--- src/rtl/sound_pkg.sv ---
// Shared types and constants for the melody sequencer and its ROM.
package sound_pkg;

    typedef enum logic [1:0] {
        IDLE,
        LOAD,
        PLAY,
        FINISH
    } snd_state_e;

    localparam logic [1:0] MEL_INTRO = 2'd0;
    localparam logic [1:0] MEL_EAT   = 2'd1;
    localparam logic [1:0] MEL_DEATH = 2'd2;
    localparam logic [1:0] MEL_WIN   = 2'd3;

    // Melodies that run the upstream tempo counter at 10x
    localparam logic [3:0] TURBO_MASK = 4'b0110;

    localparam int SND_NOTE_W = 4;

    typedef struct packed {
        logic                  last;
        logic [2:0]            dur;
        logic [SND_NOTE_W-1:0] note;
    } rom_entry_t;

    function automatic rom_entry_t ent(input logic l, input logic [2:0] d,
                                       input logic [SND_NOTE_W-1:0] n);
        ent = '{last: l, dur: d, note: n};
    endfunction

endpackage

--- src/rtl/sound_melody_rom.sv ---
// Registered melody table addressed by {melody select, entry index}.
module sound_melody_rom
    import sound_pkg::*;
#(
    parameter int AW = 4
) (
    input  logic          clk,
    input  logic          reset,
    input  logic [AW+1:0] rd_addr,
    output rom_entry_t    rd_data
);

    logic [1:0]    sel;
    logic [AW-1:0] addr;
    rom_entry_t    entry;

    assign sel  = rd_addr[AW+1:AW];
    assign addr = rd_addr[AW-1:0];

    always_comb begin
        entry = ent(1'b1, 3'd0, '0);
        case (sel)
            MEL_INTRO: begin
                case (addr)
                    AW'(0):  entry = ent(1'b0, 3'd0, 4'd3);
                    AW'(1):  entry = ent(1'b0, 3'd1, 4'd1);
                    AW'(2):  entry = ent(1'b0, 3'd0, 4'd5);
                    AW'(3):  entry = ent(1'b0, 3'd0, 4'd0);
                    AW'(4):  entry = ent(1'b1, 3'd2, 4'd8);
                    default: entry = ent(1'b1, 3'd0, '0);
                endcase
            end
            MEL_EAT: begin
                case (addr)
                    AW'(0):  entry = ent(1'b0, 3'd0, 4'd5);
                    AW'(1):  entry = ent(1'b1, 3'd1, 4'd9);
                    default: entry = ent(1'b1, 3'd0, '0);
                endcase
            end
            MEL_DEATH: begin
                case (addr)
                    AW'(0):  entry = ent(1'b0, 3'd0, 4'd0);
                    AW'(1):  entry = ent(1'b0, 3'd2, 4'd7);
                    AW'(2):  entry = ent(1'b0, 3'd1, 4'd4);
                    AW'(3):  entry = ent(1'b1, 3'd3, 4'd2);
                    default: entry = ent(1'b1, 3'd0, '0);
                endcase
            end
            default: begin
                // Win fanfare never sets last: it runs to the end of the table
                entry = ent(1'b0, {2'b00, addr[0]}, SND_NOTE_W'(addr) + SND_NOTE_W'(1));
            end
        endcase
    end

    always_ff @(posedge clk or posedge reset) begin
        if (reset) rd_data <= '0;
        else       rd_data <= entry;
    end

endmodule

--- src/rtl/sound_note_sequencer.sv ---
// Plays ROM melodies note by note, paced by the upstream tempo tick.
module sound_note_sequencer
    import sound_pkg::*;
#(
    parameter int MELODY_LEN = 16,
    parameter int NOTE_W     = 4
) (
    input  logic              clk,
    input  logic              reset,
    input  logic              tick,
    input  logic              play_req,
    input  logic [1:0]        sound_sel,
    input  logic              stop_req,
    output logic [NOTE_W-1:0] note,
    output logic              sound_en,
    output logic              busy,
    output logic              done,
    output logic              turbo_req
);

    localparam int AW = (MELODY_LEN > 1) ? $clog2(MELODY_LEN) : 1;

    snd_state_e        state_q, state_d;
    logic [1:0]        sel_q, sel_d;
    logic [AW-1:0]     addr_q, addr_d;
    logic [2:0]        dur_q, dur_d;
    logic              last_q, last_d;
    logic [NOTE_W-1:0] note_q, note_d;
    logic              done_q, turbo_q;
    logic              preempt;
    rom_entry_t        rom_q;

    // ROM is addressed with the next-cycle pointer so its data is valid during LOAD
    sound_melody_rom #(.AW(AW)) u_rom (
        .clk     (clk),
        .reset   (reset),
        .rd_addr ({sel_d, addr_d}),
        .rd_data (rom_q)
    );

    always_comb begin
        state_d = state_q;
        sel_d   = sel_q;
        addr_d  = addr_q;
        dur_d   = dur_q;
        last_d  = last_q;
        note_d  = note_q;
        preempt = play_req && (sound_sel > sel_q);
        case (state_q)
            IDLE: begin
                if (play_req) begin
                    state_d = LOAD;
                    sel_d   = sound_sel;
                    addr_d  = '0;
                end
            end
            LOAD: begin
                if (preempt) begin
                    sel_d  = sound_sel;
                    addr_d = '0;
                end else begin
                    state_d = PLAY;
                    note_d  = NOTE_W'(rom_q.note);
                    dur_d   = rom_q.dur;
                    last_d  = rom_q.last;
                end
            end
            PLAY: begin
                if (preempt) begin
                    state_d = LOAD;
                    sel_d   = sound_sel;
                    addr_d  = '0;
                end else if (tick) begin
                    if (dur_q != 3'd0) begin
                        dur_d = dur_q - 3'd1;
                    end else if (last_q || addr_q == AW'(MELODY_LEN - 1)) begin
                        state_d = FINISH;
                        note_d  = '0;
                    end else begin
                        state_d = LOAD;
                        addr_d  = addr_q + AW'(1);
                    end
                end
            end
            default: state_d = IDLE;
        endcase
        // Abort wins over everything, including a same-cycle start request
        if (stop_req) begin
            state_d = IDLE;
            sel_d   = sel_q;
            addr_d  = addr_q;
            note_d  = '0;
        end
    end

    always_ff @(posedge clk or posedge reset) begin
        if (reset) begin
            state_q <= IDLE;
            sel_q   <= '0;
            addr_q  <= '0;
            dur_q   <= '0;
            last_q  <= 1'b0;
            note_q  <= '0;
            done_q  <= 1'b0;
            turbo_q <= 1'b0;
        end else begin
            state_q <= state_d;
            sel_q   <= sel_d;
            addr_q  <= addr_d;
            dur_q   <= dur_d;
            last_q  <= last_d;
            note_q  <= note_d;
            done_q  <= (state_d == FINISH);
            turbo_q <= (state_d != IDLE) && TURBO_MASK[sel_d];
        end
    end

    assign note      = note_q;
    assign busy      = (state_q != IDLE);
    assign sound_en  = (state_q == PLAY) && (note_q != '0);
    assign done      = done_q;
    assign turbo_req = turbo_q;

endmodule

--- config.mk ---
export PLATFORM = sky130hd
export DESIGN_NAME = sound_note_sequencer
export DESIGN_NICKNAME = d
export VERILOG_FILES = /design/src/rtl/sound_pkg.sv /design/src/rtl/sound_melody_rom.sv /design/src/rtl/sound_note_sequencer.sv
export SDC_FILE = /design/constraint.sdc
export NUM_CORES = 1
export LEC_CHECK = 0
export ABC_AREA = 1
export BUFFER_PORTS_ARGS = -buffer_cell sky130_fd_sc_hd__clkbuf_2
export CORE_ASPECT_RATIO = 1.1
export CORE_MARGIN = 2
export CORE_UTILIZATION = 45
export CTS_CLUSTER_SIZE = 40
export DETAILED_ROUTE_END_ITERATION = 8
export HOLD_SLACK_MARGIN = 0.06
export PLACE_DENSITY = 0.7
export SLEW_MARGIN = 20
export SYNTH_ARGS = -nofsm -noshare
export SYNTH_HDL_FRONTEND = slang
export SYNTH_HIERARCHICAL = 1
export SYNTH_SLANG_ARGS = --single-unit
--- constraint.sdc ---
create_clock -name clk -period 5.5 [get_ports clk]
set_input_delay 0.275 -clock clk [delete_from_list [all_inputs] [get_ports clk]]
set_output_delay 0.275 -clock clk [all_outputs]
set_load 0.02 [all_outputs]
==> results.json, run 1 <==
{
  "status": "completed",
  "coreArea_um2": 3650,
  "synth_most_common_cell": "nand2_1",
  "synthCells": 241,
  "nets": 279,
  "min_to": "state_q[0]",
  "cts_hold_buffers": 1,
  "drive_gt1_share_pct": 14.3,
  "worst_slack_ns": 2.76,
  "tns_ns": 0,
  "first_iter_violations": 85,
  "wirelength_mm": 3.36,
  "rows": 23,
  "min_path_type": "input port to flop",
  "vias": 1468,
  "wl_per_cell_um": 10.9,
  "die_w_um": 62.9,
  "io_buffers": 14,
  "crit_top_cell": "nand2_1",
  "yosys.area.top_type_share_pct": 36.4,
  "timing.setup.critical_path_class": "flop to flop",
  "clkSinkCount": 25,
  "fmax_ghz": 0.365,
  "ir_drop_mv": 0.163,
  "worstPathCellList": "inv_1 > ha_1 > nand2_1 > nand2_1 > nand2_4 > nand2_2 > nor2_1 > nand2_1 > o21ai_0 > nand3_1 > nor2_1 > nor2_1 > nand2_1 > nand3_1",
  "diodes": 0,
  "r2r-start": "sel_q[1]",
  "finalNonFillerCells": 308,
  "fin_crit_sh_pct": 49.8,
  "post_synth_main_area_contributors": "dfrtp_1 36%, nand2_1 15%, inv_1 10%",
  "leakagePower_nw": 1.05,
  "max_stage_delay_ns": 0.79,
  "setup_violations": 0,
  "gp_congestion": 0.814,
  "die_area_um2": 4330,
  "fill_cells": 393,
  "synth_nets": 261,
  "cts-root-buf": "clkbuf_8",
  "cts_tree": "built",
  "crit_slowest_cell": "o21ai_0",
  "placed_cells": 303,
  "htreeDepth": 1,
  "seq_area_frac_synth_pct": 36.4,
  "die_h_um": 68.8,
  "post_cts_resized": 0,
  "rsz0062_at_grt": "no",
  "synth_common_cells": "67 x nand2_1, 48 x inv_1, 25 x dfrtp_1",
  "synth_edf_count": 0,
  "post-route-util_pct": 51.7,
  "post_cts_buffers": 0,
  "grt_max_degree": 19,
  "cts_buffer_depth": 2,
  "syn-cell-area_um2": 1720,
  "io_pins": 15,
  "hpwl_mm": 2.66,
  "r2r_setup_slack_ns": 2.76,
  "grt_pass1_wl_mm": 6.02,
  "synth_seq_cells": 25,
  "critPathLaunchType": "flop",
  "maxCapViolCount": 0,
  "grt.overflow.total": 0,
  "p_total_mw": 0.756,
  "slew_viol_final": 0,
  "clk_pin_slew_worst_paths_ns": 0.09,
  "cp.arrival_ns": 2.90,
  "fin_area_um2": 1890,
  "place_area_um2": 1830,
  "ys_async_sr_fraction_pct": 100,
  "power_density_nw_per_um2": 400,
  "start_util_pct": 47.0,
  "yosysUniqueCellTypes": 31,
  "synth_area_leader_cell": "dfrtp_1",
  "r2r_cells": 14,
  "vias_per_cell": 4.77,
  "synthToLayoutAreaGrowth_pct": 10.1,
  "grt_use_total_pct": 17.8,
  "drc": 0,
  "slew_headroom_pct": 31.8,
  "place_ws_ns": 2.73,
  "holdWs_ns": 0.390,
  "ys_warn_count": 6,
  "hold_viol": 0,
  "syn_area_per_cell_um2": 7.12,
  "grt_pass1_vias": 1384,
  "clk_latency_ns": 0.27,
  "ys.flop_type": "dfrtp_1",
  "ant_nets": 0,
  "cts_buffers": 3,
  "drtPass1Iterations": 5,
  "endpoint_kind": "flop",
  "required_ns": 5.66,
  "antenna_found_initial": 0,
  "whs_path_depth": 5,
  "worst_pin_slew_ns": 1.01,
  "min_from": "play_req",
  "period_minus_slack_ns": 2.74,
  "crit_fanout": 7,
  "r2r_end": "u_rom/rd_data[3]",
  "finalClockSkew_ns": 0.00238
}
[sequential cells by signal, indices dropped and copies added (netlist names)]
signal	flops
addr_q	4
done	1
dur_q	3
last_q	1
note	4
sel_q	2
state_q	2
turbo_req	1
u_rom/rd_data	7
[cells by family (layout without fill, tap and decap cells)]
group	count (synthesis)	count (layout)	share of synthesized area, %
other cells	1	1	0.218
buf+inv	53	70	12.2
fa+ha+maj	13	13	9.48
compound gates	32	32	11.7
simple gates	117	117	29.9
flops	25	25	36.4
[cells in the final DEF, fill, tap and decap left out, types with 2 or more instances in the layout]
cell type   n
o22ai_1     4
o21ai_0     6
clkbuf_8    3
nand4_1     3
clkbuf_2   14
nand3_1    15
nor2_2      3
o21ai_1     3
a21oi_1     9
o21ai_2     2
nand2_1    67
ha_1       13
inv_2       3
nand2_2     6
a31oi_1     2
inv_1      48
dfrtp_1    25
nor2_1     17
[worst max-delay path by stage]
stage	from	to	slack, ns	cells after the start
after floorplan	sel_q[1]	u_rom/rd_data[3]	3.15	14
after global placement	sound_sel[1]	u_rom/rd_data[3]	2.75	14
after detailed placement	sound_sel[1]	u_rom/rd_data[3]	2.73	14
after CTS	sel_q[1]	u_rom/rd_data[3]	2.76	14
after global routing	sel_q[1]	u_rom/rd_data[3]	2.50	14
final	sel_q[1]	u_rom/rd_data[3]	2.76	14
[worst max-delay path: cells and delay by family (launching register included)]
kind	cells	cell delay (ns)
flip-flops	1	0.35
adder cells (fa/ha/maj)	1	0.31
AND/OR/NAND/NOR	11	1.14
AO/OA/AOI/OAI	1	0.79
buffers and inverters	1	0.05
[cell type report]
| type | instances | area (um^2) | area share [%] |
|---|---|---|---|
| multi-input combinational | 163 | 881 | 46.6 |
| timing repair buffer | 15 | 80.1 | 4.24 |
| clock buffer | 3 | 41.3 | 2.19 |
| tap | 50 | 62.6 | 3.31 |
| clock inverter | 1 | 7.51 | 0.397 |
| sequential | 25 | 626 | 33.1 |
| inverter | 51 | 191 | 10.1 |
[power by group]
group | switching, mW | internal (mW) | leakage (nW) | total, mW
Combinational | 0.264 | 0.130 | 0.697 | 0.394
Sequential | 0.0215 | 0.229 | 0.330 | 0.251
Clock | 0.0594 | 0.0514 | 0.0217 | 0.111
Total | 0.345 | 0.411 | 1.05 | 0.756
[layer usage]
metal  wire length [um]  vias to the layer above  share of wire (%)  track usage, %
met1               1560                      658                 47            21.2
met3                 82                        5                2.4            3.25
met4                 58                        0                1.7            7.50
met2               1650                       27                 49            32.0
li1                   -                      778                  -               -
met5                  0                        -                  0               0
Power figures use the tool's default switching activity.
==> run 2: changes to the inputs <==
--- a/config.mk
+++ b/config.mk
@@ -5,7 +5,7 @@
 export SDC_FILE = /design/constraint.sdc
 export NUM_CORES = 1
 export LEC_CHECK = 0
-export ABC_AREA = 1
+export ABC_AREA = 0
 export BUFFER_PORTS_ARGS = -buffer_cell sky130_fd_sc_hd__clkbuf_2
 export CORE_ASPECT_RATIO = 1.1
 export CORE_MARGIN = 2
@@ -13,7 +13,7 @@
 export CTS_CLUSTER_SIZE = 40
 export DETAILED_ROUTE_END_ITERATION = 8
 export HOLD_SLACK_MARGIN = 0.06
-export PLACE_DENSITY = 0.7
+export PLACE_DENSITY = 0.72
 export SLEW_MARGIN = 20
 export SYNTH_ARGS = -nofsm -noshare
 export SYNTH_HDL_FRONTEND = slang
==> constraint.sdc (replaced) <==
create_clock -name clk -period 2.5 [get_ports clk]
set_input_delay 0.125 -clock clk [delete_from_list [all_inputs] [get_ports clk]]
set_output_delay 0.125 -clock clk [all_outputs]
set_load 0.02 [all_outputs]
==> results.json, run 2 <==
{
  "status": "complete, but fails checks",
  "violations": "setup timing",
  "max_stage_delay_ns": 0.40,
  "ant_nets": 0,
  "worst_slack_ns": -0.0467,
  "syn_area_per_cell_um2": 9.30,
  "coreArea_um2": 3630,
  "syn-cell-area_um2": 1690,
  "placed_cells": 260,
  "clk_latency_ns": 0.27,
  "synth_edf_count": 0,
  "drive_gt1_share_pct": 36.8,
  "hold_viol": 0,
  "synth_common_cells": "25 x dfrtp_1, 16 x inv_1, 16 x nand2_1",
  "drc": 0,
  "worst_pin_slew_ns": 0.725,
  "vias_per_cell": 5.44,
  "synth_seq_cells": 25,
  "io_pins": 15,
  "leakagePower_nw": 1.02,
  "largest_register_ffs": 7,
  "required_ns": 2.66,
  "r2r_cells": 12,
  "cp.arrival_ns": 2.71,
  "fill_cells": 330,
  "nets": 241,
  "clk_pin_slew_worst_paths_ns": 0.09,
  "synthCells": 182,
  "cts_buffers": 3,
  "yosysUniqueCellTypes": 51,
  "grt_pass1_vias": 1381,
  "rsz0062_at_grt": "yes",
  "wirelength_mm": 3.99,
  "crit_slowest_cell": "dfrtp_1",
  "grt_max_degree": 19,
  "synth_most_common_cell": "dfrtp_1",
  "grt_use_total_pct": 19.5,
  "critPathTopFamily": "compound AO/OA/AOI/OAI gates",
  "r2r_setup_slack_ns": -0.05,
  "seq_area_um2": 626,
  "finalClockSkew_ns": 0.00114,
  "worstPathCellList": "inv_2 > ha_4 > a21bo_2 > a21o_1 > a211oi_2 > o21ai_2 > a22o_4 > ha_4 > buf_4 > nor2_2 > o31ai_2 > a22o_1",
  "crit_top_cell": "ha_4",
  "finalNonFillerCells": 270,
  "vias": 1468,
  "antenna_found_initial": 0,
  "cts-root-buf": "clkbuf_8",
  "synth_area_leader_cell": "dfrtp_1",
  "die_h_um": 68.3,
  "slew_headroom_pct": 51.6,
  "path_buf_inv": 2,
  "grt.overflow.total": 0,
  "final_common_cell": "buf_4",
  "start_util_pct": 46.7,
  "power_density_nw_per_um2": 890,
  "ys.flop_type": "dfrtp_1",
  "r2r-start": "sel_q[1]",
  "critPathLaunchType": "flop",
  "yosys.area.top_type_share_pct": 37.0,
  "htreeDepth": 1,
  "slew_viol_final": 0,
  "clkSinkCount": 25,
  "rows": 23,
  "ir_drop_mv": 0.259,
  "period_minus_slack_ns": 2.55,
  "tns_ns": -0.125,
  "cts_tree": "built",
  "gp_congestion": 0.851,
  "synth_nets": 202,
  "timing.setup.critical_path_class": "flop to flop",
  "diodes": 0,
  "final_cell_mix": "27 x buf_4, 25 x dfrtp_1, 14 x clkbuf_2",
  "endpoint_kind": "flop",
  "crit_end": "u_rom/rd_data[1]",
  "r2r_end": "u_rom/rd_data[1]",
  "setup_violations": 4,
  "min_path_type": "input port to flop",
  "wl_per_cell_um": 14.8,
  "io_buffers": 14,
  "fin_crit_sh_pct": 102,
  "cp-startpoint": "sel_q[1]",
  "seq_area_frac_synth_pct": 37.0,
  "multi_input_area_um2": 1070,
  "ys_async_sr_fraction_pct": 100,
  "regMostFlops": "u_rom/rd_data",
  "crit_fanout": 7,
  "maxCapViolCount": 0,
  "post-route-util_pct": 59.4,
  "cp_num_cells": 12,
  "die_area_um2": 4270,
  "synthToLayoutAreaGrowth_pct": 27.2,
  "post_synth_main_area_contributors": "dfrtp_1 37%, ha_1 9.6%, a22o_1 3.6%",
  "hpwl_mm": 2.89,
  "fmax_ghz": 0.393,
  "first_iter_violations": 103,
  "cts_buffer_depth": 2,
  "die_w_um": 62.5,
  "ys_warn_count": 6,
  "grt_pass1_wl_mm": 6.53,
  "drtPass1Iterations": 4
}
-- run 2: cell families after synthesis --
kind of cell | Yosys count | share of synthesized area, %
flops | 25 | 37.0
fa+ha+maj | 13 | 9.61
simple gates | 57 | 17.6
mux | 2 | 1.26
other cells | 1 | 0.222
compound gates | 57 | 25.7
buf+inv | 24 | 7.10
xor+xnor | 3 | 1.55
-- run 2: through the flow --
stage                     total power, mW  cell area, um^2  hold WS, ns  setup WS (ns)
after floorplan                      1.27             1750      -0.0716        -0.0445
after global placement               1.57             1980       0.0611        0.00919
after detailed placement             1.58             1980       0.0717        -0.0657
after CTS                            1.86             2070        0.285        -0.0766
after global routing                 2.05             2150        0.309         -0.149
final                                1.92             2150        0.300        -0.0467
-- run 2: worst register-to-register path, cell delays in order (launching register included) --
cell      delay [ns]
dfrtp_1         0.40
inv_2           0.07
ha_4            0.19
a21bo_2         0.21
a21o_1          0.17
a211oi_2        0.24
o21ai_2         0.11
a22o_4          0.29
ha_4            0.20
buf_4           0.14
nor2_2          0.13
o31ai_2         0.07
a22o_1          0.22
-- run 2: final cells by class --
class | instances | share of cell area, %
clock buffer | 3 | 1.92
sequential | 25 | 29.1
inverter | 16 | 3.02
multi-input combinational | 133 | 49.6
clock inverter | 1 | 0.349
tap | 50 | 2.91
timing repair buffer | 42 | 13.1
-- run 2: how the worst min path moves through the flow --
stage,from,endpoint,slack (ns),cells past startpoint
floorplan,reset,u_rom/rd_data[0],-0.07,1
global placement,reset,u_rom/rd_data[3],0.06,2
detailed placement,reset,u_rom/rd_data[3],0.07,2
CTS,stop_req,note[1],0.29,3
global route,stop_req,note[3],0.31,3
finish,stop_req,note[0],0.30,3
-- run 2: metal layers --
layer	vias to the layer above	GRT usage, %	share of wire, %
met2	26	34.7	52
li1	732	-	-
met1	706	25.2	45
met4	0	5.83	0.65
met3	4	2.30	3.0
met5	-	0	0
-- run 2: power breakdown --
| group | total [mW] | internal (mW) | switching [mW] |
|---|---|---|---|
| Clock | 0.251 | 0.113 | 0.138 |
| Sequential | 0.569 | 0.501 | 0.0679 |
| Combinational | 1.10 | 0.481 | 0.616 |
| Total | 1.92 | 1.10 | 0.822 |
-- run 2: what timing repair did --
action | CTS | global route
buffers inserted | 2 | 3
pin swaps | 11 | 9
hold endpoints to repair | 25 | 0
hold buffers | 1 | 0
setup endpoints to repair | 6 | 7
gates resized for setup | 6 | 14
==> run 3: changes to the inputs <==
--- a/config.mk
+++ b/config.mk
@@ -6,14 +6,16 @@
 export NUM_CORES = 1
 export LEC_CHECK = 0
 export ABC_AREA = 0
+export ABC_CLOCK_PERIOD_IN_PS = 2600
 export BUFFER_PORTS_ARGS = -buffer_cell sky130_fd_sc_hd__clkbuf_2
 export CORE_ASPECT_RATIO = 1.1
 export CORE_MARGIN = 2
 export CORE_UTILIZATION = 45
+export CTS_BUF_LIST = sky130_fd_sc_hd__clkbuf_16
 export CTS_CLUSTER_SIZE = 40
 export DETAILED_ROUTE_END_ITERATION = 8
 export HOLD_SLACK_MARGIN = 0.06
-export PLACE_DENSITY = 0.72
+export PLACE_DENSITY = 0.7
 export SLEW_MARGIN = 20
 export SYNTH_ARGS = -nofsm -noshare
 export SYNTH_HDL_FRONTEND = slang
==> constraint.sdc (replaced) <==
create_clock -name clk -period 2.6 [get_ports clk]
set_input_delay 0.13 -clock clk [delete_from_list [all_inputs] [get_ports clk]]
set_output_delay 0.13 -clock clk [all_outputs]
set_load 0.02 [all_outputs]
==> results.json, run 3 (synthesis gave the netlist of run 2 again) <==
{
  "status": "complete, but fails checks",
  "violations": "setup timing",
  "min_path_type": "input port to flop",
  "p_total_mw": 1.90,
  "synthToLayoutAreaGrowth_pct": 27.4,
  "slew_viol_final": 0,
  "crit_fanout": 7,
  "clk_latency_ns": 0.25,
  "grtUsageMet3_pct": 1.97,
  "clkSinkCount": 25,
  "top_usage_layer": "met2",
  "io_pins": 15,
  "worst_pin_slew_ns": 0.681,
  "die_w_um": 62.5,
  "place_area_um2": 1890,
  "drtPass1Iterations": 4,
  "ir_drop_mv": 0.272,
  "min_to": "note[1]",
  "place_ws_ns": -0.0925,
  "cts_tree": "built",
  "grtUsageMet2_pct": 33.7,
  "power_frac_seq_pct": 29.3,
  "critPathTopFamily": "compound AO/OA/AOI/OAI gates",
  "combPwrFrac_pct": 52.9,
  "timing.setup.critical_path_class": "flop to flop",
  "intPower_mw": 1.11,
  "finalClockSkew_ns": 0.00193,
  "largest_register_ffs": 7,
  "drc": 0,
  "switching_share_pct": 41.4,
  "start_util_pct": 46.7,
  "max_stage_delay_ns": 0.39,
  "whs_path_depth": 3,
  "fin_area_um2": 2160,
  "htreeDepth": 1,
  "vias_per_cell": 5.56,
  "io_buffers": 14,
  "vias": 1478,
  "finalNonFillerCells": 266,
  "die_h_um": 68.3,
  "hpwl_mm": 2.79,
  "power_density_nw_per_um2": 879,
  "p_sw_mw": 0.785,
  "grt_max_degree": 19,
  "cts_buffer_depth": 2,
  "cts_buffers": 3,
  "coreArea_um2": 3630,
  "cp_num_cells": 11,
  "gp_congestion": 0.937,
  "rsz0062_at_grt": "yes",
  "grt_use_total_pct": 18.6,
  "first_iter_violations": 122,
  "maxCapViolCount": 0,
  "cp.arrival_ns": 2.84,
  "fin_crit_sh_pct": 103,
  "placed_cells": 253,
  "die_area_um2": 4270,
  "setup_violations": 4,
  "slew_headroom_pct": 54.6,
  "cts-root-buf": "clkbuf_16",
  "r2r-start": "sel_q[0]",
  "grt.overflow.total": 0,
  "ant_nets": 0,
  "power_frac_clock_pct": 17.9,
  "drive_gt1_share_pct": 32.4,
  "rows": 23,
  "r2r_setup_slack_ns": -0.08,
  "fmax_ghz": 0.374,
  "r2r_cells": 11,
  "holdWs_ns": 0.317,
  "antenna_found_initial": 0,
  "r2r_end": "u_rom/rd_data[2]",
  "worst_slack_ns": -0.0759,
  "diodes": 0,
  "leakagePower_nw": 1.01,
  "clk_pin_slew_worst_paths_ns": 0.06,
  "grt_pass1_vias": 1434,
  "nets": 237,
  "wl_per_cell_um": 15.1,
  "final_common_cell": "dfrtp_1",
  "wirelength_mm": 4.01,
  "path_buf_inv": 1,
  "crit_slowest_cell": "dfrtp_1",
  "period_minus_slack_ns": 2.68,
  "critPathLaunchType": "flop",
  "grt_pass1_wl_mm": 6.35,
  "min_from": "stop_req",
  "endpoint_kind": "flop",
  "globalRouteMet1Util_pct": 22.3,
  "regMostFlops": "u_rom/rd_data",
  "worstPathCellList": "ha_1 > a21bo_2 > a21o_1 > a211oi_2 > o21ai_2 > a32o_2 > inv_2 > ha_4 > nor4b_4 > a21oi_1 > o22ai_1",
  "required_ns": 2.77,
  "hold_viol": 0,
  "final_cell_mix": "25 x dfrtp_1, 22 x buf_4, 16 x nand2_1"
}
## run 3: cell types whose count changed in the layout (fill, tap and decap cells not counted), moves of 3 or more
cell / before / now
clkbuf_8: 3 / 0
buf_4: 27 / 22
nand2_2: 3 / 0
clkbuf_16: 0 / 3
nand2_1: 13 / 16
## run 3: repair_timing
item                       in CTS  in global routing
buffers inserted                1                  7
gates resized for setup         7                 18
setup endpoints to repair       5                  7
hold endpoints to repair       25                  0
hold buffers                    1                  0
pin swaps                       1                  9
## run 3: routing by layer
layer	routed length [um]	vias up
met5	0	-
met3	83	14
met2	2100	37
met4	123	0
li1	-	722
met1	1700	705
## run 3: area by class of cell
cell class | instances | area, um^2
clock buffers | 3 | 75.1
inverters | 16 | 62.6
repair buffers | 38 | 256
multi-input cells | 133 | 1070
flip-flops and latches | 25 | 626
fillers | 310 | 1470
clock inverters | 1 | 7.51
well taps | 50 | 62.6
## run 3: per-stage QoR
stage / setup TNS, ns / util (%)
after floorplan: 0 / -
after global placement: -0.0210 / 52.2
after detailed placement: -0.214 / 52.2
after CTS: 0 / 55.7
after global routing: -0.555 / 59.5
final: -0.154 / 59.5
## run 3: worst min-delay path, cell delays in order
cell and delay, ns:
clkbuf_2 0.12, nor2_1 0.10, a22o_1 0.18
## run 3: how the worst max path moves through the flow
stage / start / end / slack, ns
floorplan: sel_q[0] / u_rom/rd_data[1] / 0.01
global placement: sel_q[0] / u_rom/rd_data[2] / -0.02
detailed placement: sel_q[0] / u_rom/rd_data[2] / -0.09
CTS: sel_q[0] / u_rom/rd_data[2] / 0.02
global route: sel_q[0] / u_rom/rd_data[2] / -0.12
finish: sel_q[0] / u_rom/rd_data[2] / -0.08
## run 3: power groups by stage
| stage | clock (mW) | sequential [mW] | combinational [mW] |
|---|---|---|---|
| floorplan | 0 | 0.558 | 0.634 |
| global placement | 0 | 0.547 | 0.883 |
| detailed placement | 0 | 0.556 | 0.910 |
| CTS | 0.346 | 0.550 | 0.929 |
| global route | 0.363 | 0.563 | 1.11 |
| finish | 0.339 | 0.555 | 1.00 |
